$ cat src/rtl/rpn_calculator_if.sv
// rpn_calculator_if: command/operand inputs and stack status outputs of the RPN calculator core.
interface rpn_calculator_if #(
   parameter int WIDTH = 8,
   parameter int DEPTH = 4
);
   localparam int CW = $clog2(DEPTH + 1);
   logic [WIDTH-1:0] NumIn;
   logic [2:0]       OpIn;
   logic             Enter;
   logic [WIDTH-1:0] NumOut;
   logic [CW-1:0]    Count;
   logic             Carry;
   logic             Error;
   modport master (output NumIn, OpIn, Enter, input NumOut, Count, Carry, Error);
   modport slave  (input NumIn, OpIn, Enter, output NumOut, Count, Carry, Error);
endinterface

$ cat src/rtl/rpn_calculator.sv
// rpn_calculator: DEPTH-entry RPN stack calculator; one command per rising edge of Enter.
module rpn_calculator #(
   parameter int WIDTH = 8,
   parameter int DEPTH = 4
) (
   input logic             clock,
   input logic             Reset,
   rpn_calculator_if.slave bus
);
   localparam int CW = $clog2(DEPTH + 1);
   localparam int IW = $clog2(DEPTH);
   localparam logic [2:0] OP_PUSH = 3'd0;
   localparam logic [2:0] OP_ADD  = 3'd1;
   localparam logic [2:0] OP_SUB  = 3'd2;
   localparam logic [2:0] OP_OR   = 3'd3;
   localparam logic [2:0] OP_AND  = 3'd4;
   localparam logic [2:0] OP_EQ   = 3'd5;
   localparam logic [2:0] OP_POP  = 3'd6;
   localparam logic [2:0] OP_CLR  = 3'd7;

   logic [WIDTH-1:0] stk_q [DEPTH];
   logic [WIDTH-1:0] stk_d [DEPTH];
   logic [CW-1:0]    cnt_q, cnt_d;
   logic             cy_q, cy_d;
   logic             err_q, err_d;
   logic             en_q;

   logic             fire;
   logic [IW-1:0]    top, sec;
   logic [WIDTH-1:0] t, s, res;
   logic [WIDTH:0]   sum, diff;
   logic             cy;

   // Entry cnt_q-1 is the top; indices wrap harmlessly when the count is too small to use them.
   assign fire = bus.Enter & ~en_q;
   assign top  = IW'(cnt_q - CW'(1));
   assign sec  = IW'(cnt_q - CW'(2));
   assign t    = stk_q[top];
   assign s    = stk_q[sec];
   assign sum  = {1'b0, s} + {1'b0, t};
   assign diff = {1'b0, s} - {1'b0, t};
   assign res  = bus.OpIn == OP_ADD ? sum[WIDTH-1:0] :
                 bus.OpIn == OP_SUB ? diff[WIDTH-1:0] :
                 bus.OpIn == OP_OR  ? (s | t) :
                 bus.OpIn == OP_AND ? (s & t) : WIDTH'(s == t);
   assign cy   = bus.OpIn == OP_ADD ? sum[WIDTH] :
                 bus.OpIn == OP_SUB ? diff[WIDTH] : 1'b0;

   always_comb begin
      stk_d = stk_q;
      cnt_d = cnt_q;
      cy_d  = cy_q;
      err_d = err_q;
      if (fire) begin
         case (bus.OpIn)
            OP_PUSH:
               if (cnt_q < CW'(DEPTH)) begin
                  stk_d[IW'(cnt_q)] = bus.NumIn;
                  cnt_d = cnt_q + CW'(1);
                  cy_d  = 1'b0;
               end else err_d = 1'b1;
            OP_ADD, OP_SUB, OP_OR, OP_AND, OP_EQ:
               if (cnt_q >= CW'(2)) begin
                  stk_d[sec] = res;
                  cnt_d = cnt_q - CW'(1);
                  cy_d  = cy;
               end else err_d = 1'b1;
            OP_POP:
               if (cnt_q != '0) begin
                  cnt_d = cnt_q - CW'(1);
                  cy_d  = 1'b0;
               end else err_d = 1'b1;
            OP_CLR: begin
               cnt_d = '0;
               cy_d  = 1'b0;
               err_d = 1'b0;
            end
            default: ;
         endcase
      end
   end

   always_ff @(posedge clock) begin
      if (Reset) begin
         stk_q <= '{default: '0};
         cnt_q <= '0;
         cy_q  <= 1'b0;
         err_q <= 1'b0;
      end else begin
         stk_q <= stk_d;
         cnt_q <= cnt_d;
         cy_q  <= cy_d;
         err_q <= err_d;
      end
   end

   // Edge history tracks Enter through reset so a held strobe cannot fire on release.
   always_ff @(posedge clock) en_q <= bus.Enter;

   assign bus.NumOut = cnt_q == '0 ? '0 : t;
   assign bus.Count  = cnt_q;
   assign bus.Carry  = cy_q;
   assign bus.Error  = err_q;
endmodule

$ cat src/flat_wrapper.sv
// flat-port wrapper written by rule: the top's interface ports become plain ports
module rpn_calculator_flat 
#(
   parameter int WIDTH = 8,
   parameter int DEPTH = 4
)
  (clock, Reset, bus_NumIn, bus_OpIn, bus_Enter, bus_NumOut, bus_Count, bus_Carry, bus_Error);
  rpn_calculator_if #(.WIDTH(WIDTH), .DEPTH(DEPTH)) bus_i ();
  input logic clock;
  input logic Reset;
  input wire logic [$bits(bus_i.NumIn)-1:0] bus_NumIn;
  input wire logic [$bits(bus_i.OpIn)-1:0] bus_OpIn;
  input wire logic [$bits(bus_i.Enter)-1:0] bus_Enter;
  output wire logic [$bits(bus_i.NumOut)-1:0] bus_NumOut;
  output wire logic [$bits(bus_i.Count)-1:0] bus_Count;
  output wire logic [$bits(bus_i.Carry)-1:0] bus_Carry;
  output wire logic [$bits(bus_i.Error)-1:0] bus_Error;
  assign bus_i.NumIn = bus_NumIn;
  assign bus_i.OpIn = bus_OpIn;
  assign bus_i.Enter = bus_Enter;
  assign bus_NumOut = bus_i.NumOut;
  assign bus_Count = bus_i.Count;
  assign bus_Carry = bus_i.Carry;
  assign bus_Error = bus_i.Error;
  rpn_calculator #(.WIDTH(WIDTH), .DEPTH(DEPTH)) u_core (.clock(clock), .Reset(Reset), .bus(bus_i));
endmodule
$ cat config.mk
export PLATFORM = sky130hd
export DESIGN_NAME = rpn_calculator_flat
export DESIGN_NICKNAME = d
export VERILOG_FILES = /design/src/rtl/rpn_calculator_if.sv /design/src/rtl/rpn_calculator.sv /design/src/flat_wrapper.sv
export SDC_FILE = /design/constraint.sdc
export NUM_CORES = 1
export LEC_CHECK = 0
export ABC_AREA = 0
export BUFFER_PORTS_ARGS = -buffer_cell sky130_fd_sc_hd__buf_2
export CAP_MARGIN = 20
export CORE_UTILIZATION = 53
export CTS_CLUSTER_DIAMETER = 60
export DETAILED_ROUTE_END_ITERATION = 10
export PLACE_DENSITY_LB_ADDON = 0.08
export SYNTH_ARGS = -nofsm -noshare
export SYNTH_HDL_FRONTEND = slang
export SYNTH_SLANG_ARGS = --single-unit
$ cat constraint.sdc
create_clock -name clock -period 5 [get_ports clock]
set_input_delay 0.5 -clock clock [delete_from_list [all_inputs] [get_ports clock]]
set_output_delay 0.5 -clock clock [all_outputs]
set_load 0.02 [all_outputs]
==> results.cfg, run 1 <==
[logic_synthesis]
synthSimpleGateAreaFrac_pct = 21.5
synth_top_family_by_area = compound AO/OA/AOI/OAI gates
synth_cell_types = 67
ys.flop_type = dfxtp_1
synth-xor-area-share_pct = 0.957
async_flop_share_pct = 0
muxShareOfSynthArea_pct = 9.85
syn_nets = 495
yosys_register_bits = 38
ys_seq_area_share_pct = 20.8
synth-compound-area-share_pct = 28.0
ys_warn_count = 0
syn_area_per_cell_um2 = 8.13
synthAdderAreaFrac_pct = 11.0
synth_cells = 450
synth_edf_count = 0
synthesis.area_um2 = 3660

[detailed_routing]
wirelength_mm = 11.0
drtPass1Iterations = 7
antenna_left = 0
route.detailed.drc = 0
vias_per_cell = 6.78
post_drt_wl_per_cell_um = 20.9
vias = 3580
first_iter_violations = 220

[sta]
period_needed_ns = 3.89
skew_ns = 0.00698
tns_ns = 0
final_hold_viol_count = 0
tightest_slew_ns = 1.00
relSlewSlack_pct = 33.0
clock.fmax_mhz = 257
timing.hold.ws_ns = 0.323
maxSlewViolCount = 0
setup_viol = 0
fin_crit_sh_pct = 77.8
setup_slack_ns = 1.11
rsz0062_at_grt = no

[setup_path]
start_kind = flop
path_delay_family = adder cells
slowest_stage = ha_1
crit_path_end_kind = flop
cp.required_ns = 5.13
critPathMaxFanout = 11
critPathBufInv = 2
crit_arrival_ns = 4.03
crit_path_max_incr_delay_ns = 0.63
crit_type = flop to flop
r2r_slack_ns = 1.11
crit_chain = inv_1, ha_1, mux4_2, inv_1, ha_1, or4_1, o211ai_1, o221ai_1, a2111oi_0, nor3_1

[pwr]
power_leakage_uw = 0.00133
total_power_uw = 773
power-per-cell-area_nw_per_um2 = 201
ir_drop_mv = 0.248

[die]
core_area_um2 = 6490
rows = 29
dieWidth_um = 85.1
io_pins = 27
initial_core_util_pct = 56.3
die_area_um2 = 7240
die_h_um = 85.1

[global_route]
grt_pass1_wl_mm = 17.5
grt-ovfl-total = 0
antenna_found_initial = 0
grt_max_degree = 44
grt_pass1_vias = 3321
grt_usage_pct = 31.2

[clocking]
clock_path_buffers = 2
cts.repair.resized = 0
cts-htree-levels = 2
clk_pin_slew_worst_paths_ns = 0.08
post_cts_buffers = 0
cts_root_buf = clkbuf_8
clock_sinks = 38
cts_tree = built
numCtsBuffers = 5
clk_latency_ns = 0.29
holdBufCountCts = 0

[finish]
finalNetCount = 495
layout_common_cells = nor2_1 (69), dfxtp_1 (38), inv_1 (29), ha_1 (29), buf_2 (26)
fill_cells = 617
final_cells = 528
drive_above_1_share_pct = 15.7
final_common_cell = nor2_1
syn2layout_area_growth_pct = 5.03
diodes = 0

[place]
dp.cells = 520
io_buffers = 26
dp_hpwl_mm = 8.02
dpl_worst_slack_ns = 1.15
place_congestion = 0.908

[outcome]
outcome = finished clean

[flow_run]
maxCapViolations = 0

[hold_path]
hold_path.class = input port to flop
## cell usage after synthesis (all sizes together) (9+ instances only)
cell type / instances / area share [%]
a21oi: 27 / 4.9
nor3: 14 / 1.9
a211oi: 16 / 3.3
nor2: 69 / 7.1
clkbuf: 21 / 2.2
nor3b: 9 / 1.8
ha: 29 / 9.9
o21ai: 16 / 2.2
mux4: 16 / 9.8
nand3: 9 / 1.2
buf: 14 / 2.4
nand2: 20 / 2.1
inv: 33 / 3.4
dfxtp: 38 / 21
## worst register-to-register path, stage by stage (launching register included)
cell       delay [ns]
dfxtp_1          0.34
inv_1            0.07
ha_1             0.63
mux4_2           0.60
inv_1            0.12
ha_1             0.35
or4_1            0.62
o211ai_1         0.26
o221ai_1         0.23
a2111oi_0        0.43
nor3_1           0.10
## logic make-up (layout without fill, tap and decap cells)
family | count (synthesis) | in the layout
flops | 38 | 38
compound gates | 135 | 135
simple gates | 158 | 158
fa+ha+maj | 31 | 31
buf+inv | 68 | 69
xor+xnor | 4 | 4
mux | 16 | 16
## through the flow
| stage | cell area, um2 | utilization [%] |
|---|---|---|
| after floorplan | 3660 | - |
| after global placement | 3730 | 57.5 |
| after detailed placement | 3730 | 57.5 |
| after CTS | 3840 | 59.2 |
| after global routing | 3840 | 59.2 |
| final | 3840 | 59.2 |
## layer usage
metal | part of all wire, % | routed length, um | vias to the layer above | GRT usage (%)
met3 | 7.6 | 835 | 22 | 2.53
met1 | 45 | 4910 | 1722 | 46.2
met2 | 46 | 5020 | 163 | 47.4
met5 | 0 | 0 | - | 0
met4 | 2.2 | 244 | 0 | 11.4
li1 | - | - | 1673 | -
## state kept, by name, summed over array words and instances (netlist names)
name              count
u_core.bus.Error      1
u_core.en_q           1
u_core.bus.Count      3
u_core.stk_q         32
u_core.bus.Carry      1
## worst paths after layout
kind / start / to / depth (start not counted)
worst max register to register: u_core.bus.Count[1] / u_core.stk_q[7] / 10
worst max-delay path: u_core.bus.Count[1] / u_core.stk_q[7] / 10
worst min-delay path: bus_Enter / u_core.en_q / 1
worst min register to register: u_core.bus.Error / u_core.bus.Error / 2
## layout make-up
| cell class | instances | area, um2 | area share (%) |
|---|---|---|---|
| multi-input cells | 344 | 2610 | 67.8 |
| clock inverters | 2 | 37.5 | 0.977 |
| well taps | 77 | 96.3 | 2.51 |
| repair buffers | 28 | 145 | 3.78 |
| inverters | 33 | 124 | 3.22 |
| flip-flops and latches | 38 | 761 | 19.8 |
| clock buffers | 6 | 72.6 | 1.89 |
## report_power, final
group          switching (uW)  internal (uW)
Sequential               5.04            309
Combinational             129           68.0
Clock                     113            149
Total                     247            526
Note: power is estimated with default switching activity, not from simulation.
==> run 2: changes to the inputs <==
Clock period 5 ns to 3.35 ns, I/O delays scaled along.
==> run 2 against run 1 <==
Die area did not move; sequential share of layout area fell by 1.9 points; global-route usage rose by 0.55 points; utilization rose by 6.6 points; combinational power rose by 75%; via count rose by 5.2%; worst setup slack got worse by 0.99 ns; non-clock buffer count rose by 25; critical path depth rose by 2; first-iteration DRC count rose by 34%; critical path type unchanged.
==> results.cfg, run 2 (same netlist as run 1, synthesis figures left out) <==
[setup_path]
slowest_stage = mux4_2
crit_path_end_kind = flop
critPathBufInv = 3
start_kind = flop
critPathMaxFanout = 6
path_delay_family = compound AO/OA/AOI/OAI gates
crit_arrival_ns = 3.46
cp.required_ns = 3.57
crit_path_max_incr_delay_ns = 0.52
crit_chain = inv_6, ha_4, buf_4, mux4_2, inv_1, ha_1, or4_1, o32ai_1, a221oi_2, nor2_1, a21oi_1, a211oi_1
crit_type = flop to flop

[detailed_routing]
post_drt_wl_per_cell_um = 20.7
drtPass1Iterations = 4
wirelength_mm = 11.4
antenna_left = 0
vias_per_cell = 6.81
first_iter_violations = 294
vias = 3765
route.detailed.drc = 0

[clocking]
cts-htree-levels = 2
cts_tree = built
clock_sinks = 38
holdBufCountCts = 0
numCtsBuffers = 5
clk_latency_ns = 0.30
cts_root_buf = clkbuf_8
clk_pin_slew_worst_paths_ns = 0.08
clock_path_buffers = 2

[sta]
setup_viol = 0
period_needed_ns = 3.23
relSlewSlack_pct = 50.6
setup_slack_ns = 0.118
tns_ns = 0
final_hold_viol_count = 0
maxSlewViolCount = 0
tightest_slew_ns = 0.740
skew_ns = 0.00821
fin_crit_sh_pct = 96.5
clock.fmax_mhz = 309
rsz0062_at_grt = yes

[place]
dp_hpwl_mm = 8.57
place_congestion = 0.978
io_buffers = 26
dpl_worst_slack_ns = 0.0315

[die]
rows = 29
dieWidth_um = 85.1
initial_core_util_pct = 56.3
die_h_um = 85.1
core_area_um2 = 6490
die_area_um2 = 7240
io_pins = 27

[finish]
fin_util_pct = 65.8
diodes = 0
fill_cells = 564
finalNetCount = 520
syn2layout_area_growth_pct = 16.8
layout_common_cells = nor2_1 (69), dfxtp_1 (36)
regMostFlops = u_core.stk_q
largest_reg_flops = 32
final_common_cell = nor2_1
drive_above_1_share_pct = 25.4

[global_route]
grt_usage_pct = 31.7
grt_pass1_wl_mm = 18.0
grt_max_degree = 32
antenna_found_initial = 0
grt_pass1_vias = 3500
grt-ovfl-total = 0

[pwr]
total_power_uw = 1310
seq_power_share_pct = 35.9
power_leakage_uw = 0.00152
switching_share_pct = 30.3
power-per-cell-area_nw_per_um2 = 307
combPwrFrac_pct = 26.2
ir_drop_mv = 0.235
switchingPower_uw = 398
p_clk_share_pct = 37.9
p_int_uw = 913

[flow_run]
maxCapViolations = 0

[hold_path]
hold_path.class = input port to flop

[outcome]
outcome = finished clean
-- run 2: cell type report --
type / count / area, um2 / share of cell area [%]
sequential: 38 / 766 / 17.9
inverter: 33 / 129 / 3.02
clock buffer: 6 / 82.6 / 1.93
clock inverter: 2 / 60.1 / 1.41
timing repair buffer: 53 / 345 / 8.08
tap: 77 / 96.3 / 2.25
multi-input combinational: 344 / 2800 / 65.4
-- run 2: worst paths after layout --
path / start / end / slack (ns) / depth (start not counted)
worst min-delay path: bus_Enter / u_core.en_q / 0.15 / 1
worst max register to register: u_core.bus.Count[0] / u_core.stk_q[0] / 0.12 / 12
worst min register to register: u_core.bus.Error / u_core.bus.Error / 0.50 / 2
worst max-delay path: u_core.bus.Count[0] / u_core.stk_q[0] / 0.12 / 12
-- run 2: power groups by stage --
stage / logic [uW] / clock network, uW / registers (uW)
floorplan: 229 / 0 / 483
global placement: 304 / 0 / 481
detailed placement: 308 / 0 / 481
CTS: 310 / 496 / 470
global route: 369 / 522 / 472
finish: 344 / 496 / 471
-- run 2: layer usage --
metal	part of all wire, %	vias to the layer above	GRT usage, %
met4	1.9	0	8.47
li1	-	1728	-
met1	43	1799	44.6
met2	46	216	49.4
met3	9.9	22	6.91
met5	0	-	0
-- run 2: per-stage QoR --
step | cells | instance area [um2] | hold WS (ns)
after floorplan | 450 | 3790 | 0.363
after global placement | 540 | 3960 | 0.452
after detailed placement | 540 | 3960 | 0.460
after CTS | 548 | 4100 | 0.152
after global routing | 553 | 4270 | 0.140
final | 553 | 4270 | 0.151
-- run 2: repair_timing --
action                                  CTS  global route
endpoints found under the setup margin    0            16
resized for setup                         0            21
hold endpoints to repair                  0             0
buffers inserted                          0             5
==> run 3: changes to the inputs <==
Clock period 3.35 ns to 3.96 ns, I/O delays scaled along.
==> run 3 against run 2 <==
Fmax fell by 13%; sequential cell count stayed put; die area stayed put; final area is 9.2% lower; largest power group is now sequential cells; non-clock buffer count is 21 lower; largest cell class unchanged; hold slack gained 0.056 ns; final cell count shrank 3.8%; clock power down 32%; clock-buffer cell count decreased by 1.
==> results.cfg, run 3 (same netlist as run 1, synthesis figures left out) <==
[pwr]
ir_drop_mv = 0.191
power_leakage_uw = 0.00136
power-per-cell-area_nw_per_um2 = 255

[clocking]
clock_path_buffers = 2
cts_root_buf = clkbuf_8
holdBufCountCts = 0
cts-htree-levels = 2
numCtsBuffers = 5
cts.repair.resized = 0
clock_sinks = 38
clk_pin_slew_worst_paths_ns = 0.09
clk_latency_ns = 0.30
cts_tree = built
post_cts_buffers = 0

[global_route]
antenna_found_initial = 0
grt_pass1_vias = 3378
grt-ovfl-total = 0
grt_usage_pct = 31.8
grt_pass1_wl_mm = 17.7
grt_max_degree = 44

[place]
io_buffers = 26
dp_hpwl_mm = 8.10
postPlaceCellArea_um2 = 3770
place_congestion = 0.966

[sta]
skew_ns = 0.00860
tightest_slew_ns = 0.940
relSlewSlack_pct = 36.9
rsz0062_at_grt = no
tns_ns = 0
clock.fmax_mhz = 270
fin_crit_sh_pct = 93.6
setup_viol = 0
maxSlewViolCount = 0
period_needed_ns = 3.71
final_hold_viol_count = 0

[hold_path]
hold_path.startpoint = bus_Enter
holdPathEnd = u_core.en_q
holdPathStages = 1
hold_path.class = input port to flop

[setup_path]
r2r_start = u_core.bus.Count[1]
start_kind = flop
critPathMaxFanout = 10
r2r_end = u_core.stk_q[23]
crit_path_end_kind = flop
rr_worst_depth = 10
cp.required_ns = 4.11
crit_type = flop to flop
r2r_slack_ns = 0.25
crit_arrival_ns = 3.86

[finish]
regMostFlops = u_core.stk_q
largest_reg_flops = 32
syn2layout_area_growth_pct = 6.02
final_common_cell = nor2_1
layout_common_cells = nor2_1 (69), dfxtp_1 (37), inv_1 (29), ha_1 (29), buf_2 (26)
final_area_um2 = 3880
drive_above_1_share_pct = 17.1
diodes = 0
finalNetCount = 499

[detailed_routing]
first_iter_violations = 310
vias_per_cell = 6.83
route.detailed.drc = 0
antenna_left = 0
drtPass1Iterations = 5
post_drt_wl_per_cell_um = 20.8
wirelength_mm = 11.0
vias = 3634

[die]
dieWidth_um = 85.1
rows = 29
initial_core_util_pct = 56.3
io_pins = 27
die_h_um = 85.1
die_area_um2 = 7240
core_area_um2 = 6490

[outcome]
outcome = finished clean

[flow_run]
maxCapViolations = 0
[run 3: cell types whose count changed in the layout (fill, tap and decap cells not counted), sizes merged]
cell,delta
buf,-21
clkinv,+2
bufinv,-1
clkbuf,-1
[run 3: cell type report]
type	count	area, um2
clock buffers	5	68.8
clock inverters	3	40.0
fillers	612	2620
inverters	33	124
multi-input cells	344	2610
flip-flops and latches	38	762
well taps	77	96.3
repair buffers	32	175
[run 3: worst max-delay path, cell delays in order, from the launching register on]
cell,delay (ns)
dfxtp_1,0.34
inv_1,0.07
ha_1,0.44
mux4_2,0.55
inv_1,0.11
ha_1,0.34
or4_1,0.61
o211ai_1,0.27
o221ai_2,0.22
a2111oi_0,0.52
nor3_1,0.09
[run 3: per-layer routing]
| layer | global-route usage, % | part of all wire (%) |
|---|---|---|
| met5 | 0 | 0 |
| met4 | 9.86 | 2.4 |
| met3 | 4.77 | 8.0 |
| met2 | 51.5 | 46 |
| met1 | 43.7 | 43 |
[run 3: where the power goes]
| part | internal (uW) | switching (uW) |
|---|---|---|
| combinational | 90.2 | 164 |
| sequential | 390 | 6.16 |
| clock | 186 | 154 |
[run 3: worst max-delay path by stage]
stage,start,endpoint,slack (ns)
3_3_place_gp,u_core.bus.Count[1],u_core.stk_q[23],0.50
3_5_place_dp,u_core.bus.Count[1],u_core.stk_q[23],0.30
4_1_cts,u_core.bus.Count[1],u_core.stk_q[23],0.28
6_report,u_core.bus.Count[1],u_core.stk_q[23],0.25
5_1_grt,u_core.bus.Count[1],u_core.stk_q[21],0.1
2_1_floorplan,u_core.bus.Count[0],u_core.stk_q[23],0.02
[run 3: stage by stage]
| stage | hold WS [ns] | utilization [%] | worst slack [ns] | total power, uW | instances |
|---|---|---|---|---|---|
| 2_1_floorplan | 0.424 | - | 0.0172 | 589 | 450 |
| 3_3_place_gp | 0.487 | 58.1 | 0.501 | 650 | 524 |
| 3_5_place_dp | 0.501 | 58.1 | 0.302 | 653 | 524 |
| 4_1_cts | 0.211 | 59.7 | 0.279 | 981 | 532 |
| 5_1_grt | 0.210 | 59.7 | 0.0988 | 1030 | 532 |
| 6_report | 0.207 | 59.7 | 0.253 | 990 | 532 |
